## src/rtl/nios_pio_in_filtered.sv

```systemverilog
// Avalon-MM input PIO with per-bit synchroniser, debounce filter, edge capture and maskable irq.
// Register map: 0 DATA (RO), 1 reserved, 2 IRQ_MASK (RW), 3 EDGE_CAPTURE (write-1-to-clear).
module nios_pio_in_filtered #(
    parameter int unsigned WIDTH           = 9,
    parameter int unsigned SYNC_STAGES     = 2,
    parameter int unsigned DEBOUNCE_CYCLES = 4,
    parameter int unsigned EDGE_TYPE       = 0
) (
    input  logic             clk,
    input  logic             reset_n,
    input  logic [1:0]       address,
    input  logic             chipselect,
    input  logic             write_n,
    input  logic [31:0]      writedata,
    output logic [31:0]      readdata,
    input  logic [WIDTH-1:0] in_port,
    output logic             irq
);

    localparam int unsigned CNT_W = (DEBOUNCE_CYCLES == 0) ? 1 : $clog2(DEBOUNCE_CYCLES + 1);

    localparam logic [1:0] ADDR_DATA = 2'd0;
    localparam logic [1:0] ADDR_MASK = 2'd2;
    localparam logic [1:0] ADDR_EDGE = 2'd3;

    logic [WIDTH-1:0] r_sync [SYNC_STAGES];
    logic [WIDTH-1:0] w_sync_q;
    logic [WIDTH-1:0] r_filt;
    logic [WIDTH-1:0] r_filt_d;
    logic [WIDTH-1:0] r_irq_mask;
    logic [WIDTH-1:0] r_edge_cap;
    logic [WIDTH-1:0] w_event;
    logic [WIDTH-1:0] w_clear;
    logic             w_write;
    logic [31:0]      w_rd_mux;
    logic [31:0]      r_readdata;
    logic             r_irq;

    assign readdata = r_readdata;
    assign irq      = r_irq;

    always_ff @(posedge clk or negedge reset_n) begin
        if (!reset_n) begin
            for (int s = 0; s < SYNC_STAGES; s++) begin
                r_sync[s] <= '0;
            end
        end else begin
            r_sync[0] <= in_port;
            for (int s = 1; s < SYNC_STAGES; s++) begin
                r_sync[s] <= r_sync[s-1];
            end
        end
    end

    assign w_sync_q = r_sync[SYNC_STAGES-1];

    generate
        if (DEBOUNCE_CYCLES == 0) begin : g_bypass
            always_ff @(posedge clk or negedge reset_n) begin
                if (!reset_n) begin
                    r_filt <= '0;
                end else begin
                    r_filt <= w_sync_q;
                end
            end
        end else begin : g_debounce
            localparam logic [CNT_W-1:0] CNT_LAST = CNT_W'(DEBOUNCE_CYCLES - 1);

            logic [CNT_W-1:0] r_cnt [WIDTH];

            // A bit is accepted on the cycle its counter would reach DEBOUNCE_CYCLES.
            always_ff @(posedge clk or negedge reset_n) begin
                if (!reset_n) begin
                    r_filt <= '0;
                    for (int i = 0; i < WIDTH; i++) begin
                        r_cnt[i] <= '0;
                    end
                end else begin
                    for (int i = 0; i < WIDTH; i++) begin
                        if (w_sync_q[i] == r_filt[i]) begin
                            r_cnt[i] <= '0;
                        end else if (r_cnt[i] == CNT_LAST) begin
                            r_filt[i] <= w_sync_q[i];
                            r_cnt[i]  <= '0;
                        end else begin
                            r_cnt[i] <= r_cnt[i] + CNT_W'(1);
                        end
                    end
                end
            end
        end
    endgenerate

    generate
        if (EDGE_TYPE == 0) begin : g_rise
            assign w_event = r_filt & ~r_filt_d;
        end else if (EDGE_TYPE == 1) begin : g_fall
            assign w_event = ~r_filt & r_filt_d;
        end else begin : g_any
            assign w_event = r_filt ^ r_filt_d;
        end
    endgenerate

    assign w_write = chipselect & ~write_n;
    assign w_clear = (w_write && (address == ADDR_EDGE)) ? writedata[WIDTH-1:0] : '0;

    always_comb begin
        w_rd_mux = '0;
        case (address)
            ADDR_DATA: w_rd_mux[WIDTH-1:0] = r_filt;
            ADDR_MASK: w_rd_mux[WIDTH-1:0] = r_irq_mask;
            ADDR_EDGE: w_rd_mux[WIDTH-1:0] = r_edge_cap;
            default:   w_rd_mux = '0;
        endcase
    end

    // New events are OR-ed in after the clear so a same-cycle set beats write-1-to-clear.
    always_ff @(posedge clk or negedge reset_n) begin
        if (!reset_n) begin
            r_filt_d   <= '0;
            r_irq_mask <= '0;
            r_edge_cap <= '0;
            r_readdata <= '0;
            r_irq      <= 1'b0;
        end else begin
            r_filt_d   <= r_filt;
            r_edge_cap <= (r_edge_cap & ~w_clear) | w_event;
            r_readdata <= w_rd_mux;
            r_irq      <= |(r_edge_cap & r_irq_mask);
            if (w_write && (address == ADDR_MASK)) begin
                r_irq_mask <= writedata[WIDTH-1:0];
            end
        end
    end

endmodule

```

## config.mk

```make
export PLATFORM = sky130hd
export DESIGN_NAME = nios_pio_in_filtered
export DESIGN_NICKNAME = d
export VERILOG_FILES = /design/src/rtl/nios_pio_in_filtered.sv
export SDC_FILE = /design/constraint.sdc
export NUM_CORES = 1
export LEC_CHECK = 0
export CAP_MARGIN = 25
export CORE_AREA = 2 2 75 130
export DETAILED_ROUTE_END_ITERATION = 6
export DIE_AREA = 0 0 77 132
export PLACE_DENSITY = 0.76
export SKIP_CTS_REPAIR_TIMING = 1
export SYNTH_ARGS = -nofsm -noshare
export SYNTH_HDL_FRONTEND = slang
export SYNTH_SLANG_ARGS = --single-unit
```

## constraint.sdc

```tcl
create_clock -name clk -period 2.15 [get_ports clk]
set_input_delay 0.43 -clock clk [delete_from_list [all_inputs] [get_ports clk]]
set_output_delay 0.43 -clock clk [all_outputs]
set_load 0.05 [all_outputs]
```

==> impl_metrics.ini <==
[logic_synthesis]
ys_types = 24
yosys_register_bits = 91
ys_seq_area_frac = 0.642
netlist_instances = 244
syn_area_sq_um = 3550
yosysWarnings = 0
syn_avg_cell_area_sq_um = 14.5

[layout]
fillCellCount = 822
nNetsFinal = 344
diodes = 0
drive_gt1_frac = 0.174
syn_to_final_growth_pct = 20.2
stdcell_count = 413

[place]
place_hpwl_microns = 3890
gp_congestion = 0.708
io_buffer_count = 33
dp_cells = 397

[route]
vias = 1915
drt-pass1-iter-count = 4
wirelength_microns = 5580
route.detailed.drc = 0
viasPerCell = 4.64
wl_per_cell_microns = 13.5
antenna_left = 0
drtIter0Drc = 82

[critical_path]
crit_path_start = readdata[2]$_DFF_PN0_
crit_family = buffers and inverters
reg2reg_depth = 3
timing.setup.critical_path_class = flip-flop to output port
r2r_start = g_debounce.r_cnt[18]$_DFF_PN0_
cp_max_fo = 1
worst-path-buf-inv = 1
startpoint_type = flip-flop
endpoint = readdata[2]
crit_chain = clkdlybuf4s50_1
cpPeakStageDelay_ps = 790
r2r_slack_ps = 890
cp-end-kind = output port
cp_data_arrival_time_ps = 1460
slowest_stage = clkdlybuf4s50_1
r2r_end = r_filt[2]$_DFFE_PN0P_
worstPathRequired_ps = 1720
path_depth = 1

[clock_network]
cts_max_level = 3
cts.sinks = 91
clockBufferDepth = 2
clkLatencyLatePin_ps = 340
root_buffer = clkbuf_16
cts_tree = done
cts_made_buffers = 9
clk_pin_slew_worst_paths_ps = 60

[grt]
grt_max_degree = 41
grt_pass1_vias = 1998
antenna_found_initial = 0
grt_usage = 0.123
grt_pass1_wl_microns = 9480
overflow = 0

[timing]
slew_violations = 0
finalSetupViolations = 0
hold_viol_final = 0
tns_ps = 0
rsz0062_at_grt = false
finClkSkew_ps = 3.19
clock.fmax_ghz = 0.530
worst_pin_slew_ps = 501
timing.final.crit_share = 0.877
layout_min_cycle_time_ps = 1890
slew_headroom = 0.666

[power]
peakVddDrop_v = 0.000487
total_leakage_power_nw = 1.95
p_per_area_nw_per_um2 = 1230

[floorplan]
dieWidth_microns = 77
die_h_microns = 132
ioPinCount = 80
initial_core_util = 0.390
core_sq_um = 9090
rows = 46
dieArea_sq_um = 10200

[outcome]
run_status = finished, final reports clean

[hold_path]
hold_path_class = input port to asynchronous set/reset pin

[run]
cap_viol_max_count = 0
## cell families (layout without fill, tap and decap cells)
group	Yosys count	in the layout	synth area share
AOI/OAI and AO/OA	22	22	0.0543
xor gates and xnor gates	9	9	0.0222
adders and majority gates	9	9	0.0317
buffers and inverters	36	63	0.0680
DFF	91	91	0.642
muxes	27	27	0.0952
other	1	23	0.00106
and+or+nand+nor	49	49	0.0860
## cell usage in the layout (no fill, tap or decap), drive strengths merged, types with 8 or more instances in the layout
cell type | synthesis | final
nand2 | 9 | 9
conb | 1 | 23
xnor2 | 9 | 9
mux2 | 27 | 27
dfrtp | 91 | 91
clkbuf | 0 | 12
inv | 9 | 9
a22o | 19 | 19
nor3 | 8 | 8
nor3b | 15 | 15
nor2b | 11 | 11
ha | 9 | 9
clkdlybuf4s50 | 0 | 32
## Yosys cell counts
cell type | count | area share
dfrtp_1 | 91 | 0.64
buf_4 | 24 | 0.051
a22o_1 | 19 | 0.047
mux2_2 | 18 | 0.057
nor3b_1 | 15 | 0.032
nor2b_1 | 11 | 0.019
ha_1 | 9 | 0.032
inv_1 | 9 | 0.0095
mux2_4 | 9 | 0.038
nand2_1 | 9 | 0.0095
xnor2_1 | 9 | 0.022
nor3_1 | 8 | 0.011
buf_6 | 2 | 0.0063
a221oi_1 | 1 | 0.0025
a222oi_1 | 1 | 0.0028
a22oi_1 | 1 | 0.0021
and3b_1 | 1 | 0.0025
and4b_2 | 1 | 0.0032
and4bb_1 | 1 | 0.0035
buf_2 | 1 | 0.0014
conb_1 | 1 | 0.0011
nand2b_1 | 1 | 0.0018
nand3_1 | 1 | 0.0014
nor2_2 | 1 | 0.0018
## metrics by stage
| stage | area, sq um | total power, mW | setup slack [ps] | utilization | hold WS [ps] |
|---|---|---|---|---|---|
| CTS | 4270 | 5.31 | 246 | 0.469 | 70.0 |
| finish | 4270 | 5.25 | 264 | 0.469 | 58.6 |
| detailed placement | 3950 | 3.69 | 308 | 0.435 | 336 |
| global placement | 3950 | 3.60 | 312 | 0.435 | 331 |
| floorplan | 3630 | 3.34 | 886 | - | 134 |
| global route | 4270 | 5.54 | 218 | 0.469 | 99.7 |
## cell type report
cell class	instances	area (sq um)	area share
Clock buffer	12	267	0.0625
Clock inverter	4	47.5	0.0111
Inverter	9	33.8	0.00792
Multi-Input combinational cell	139	1110	0.261
Sequential cell	91	2280	0.534
Tap cell	120	150	0.0352
Timing Repair Buffer	38	378	0.0886
## routing by layer
metal	track usage	routed length, microns	up-vias
li1	-	-	887
met1	0.133	2310	959
met2	0.205	2780	58
met3	0.0452	336	11
met4	0.0694	158	0
met5	0	0	-
## sequential cells by signal (all words and copies together), names as in the netlist
signal,cells
w_sync_q,9
r_edge_cap,9
r_filt_d,9
readdata,9
g_debounce.r_cnt,27
r_sync,9
irq,1
r_irq_mask,9
r_filt,9
## power by group
group / internal, mW / switching, mW
clock: 0.990 / 0.617
combinational: 0.576 / 0.607
sequential: 2.16 / 0.300
## worst min-delay path by stage
stage / from / to / slack, ps
2_1_floorplan: reset_n / g_debounce.r_cnt[0]$_DFF_PN0_ / 130
3_3_place_gp: r_sync[14]$_DFF_PN0_ / w_sync_q[5]$_DFF_PN0_ / 330
3_5_place_dp: r_sync[15]$_DFF_PN0_ / w_sync_q[6]$_DFF_PN0_ / 340
4_1_cts: reset_n / readdata[6]$_DFF_PN0_ / 70
5_1_grt: reset_n / w_sync_q[5]$_DFF_PN0_ / 100
6_report: reset_n / g_debounce.r_cnt[10]$_DFF_PN0_ / 60
Power figures use the tool's default switching activity.
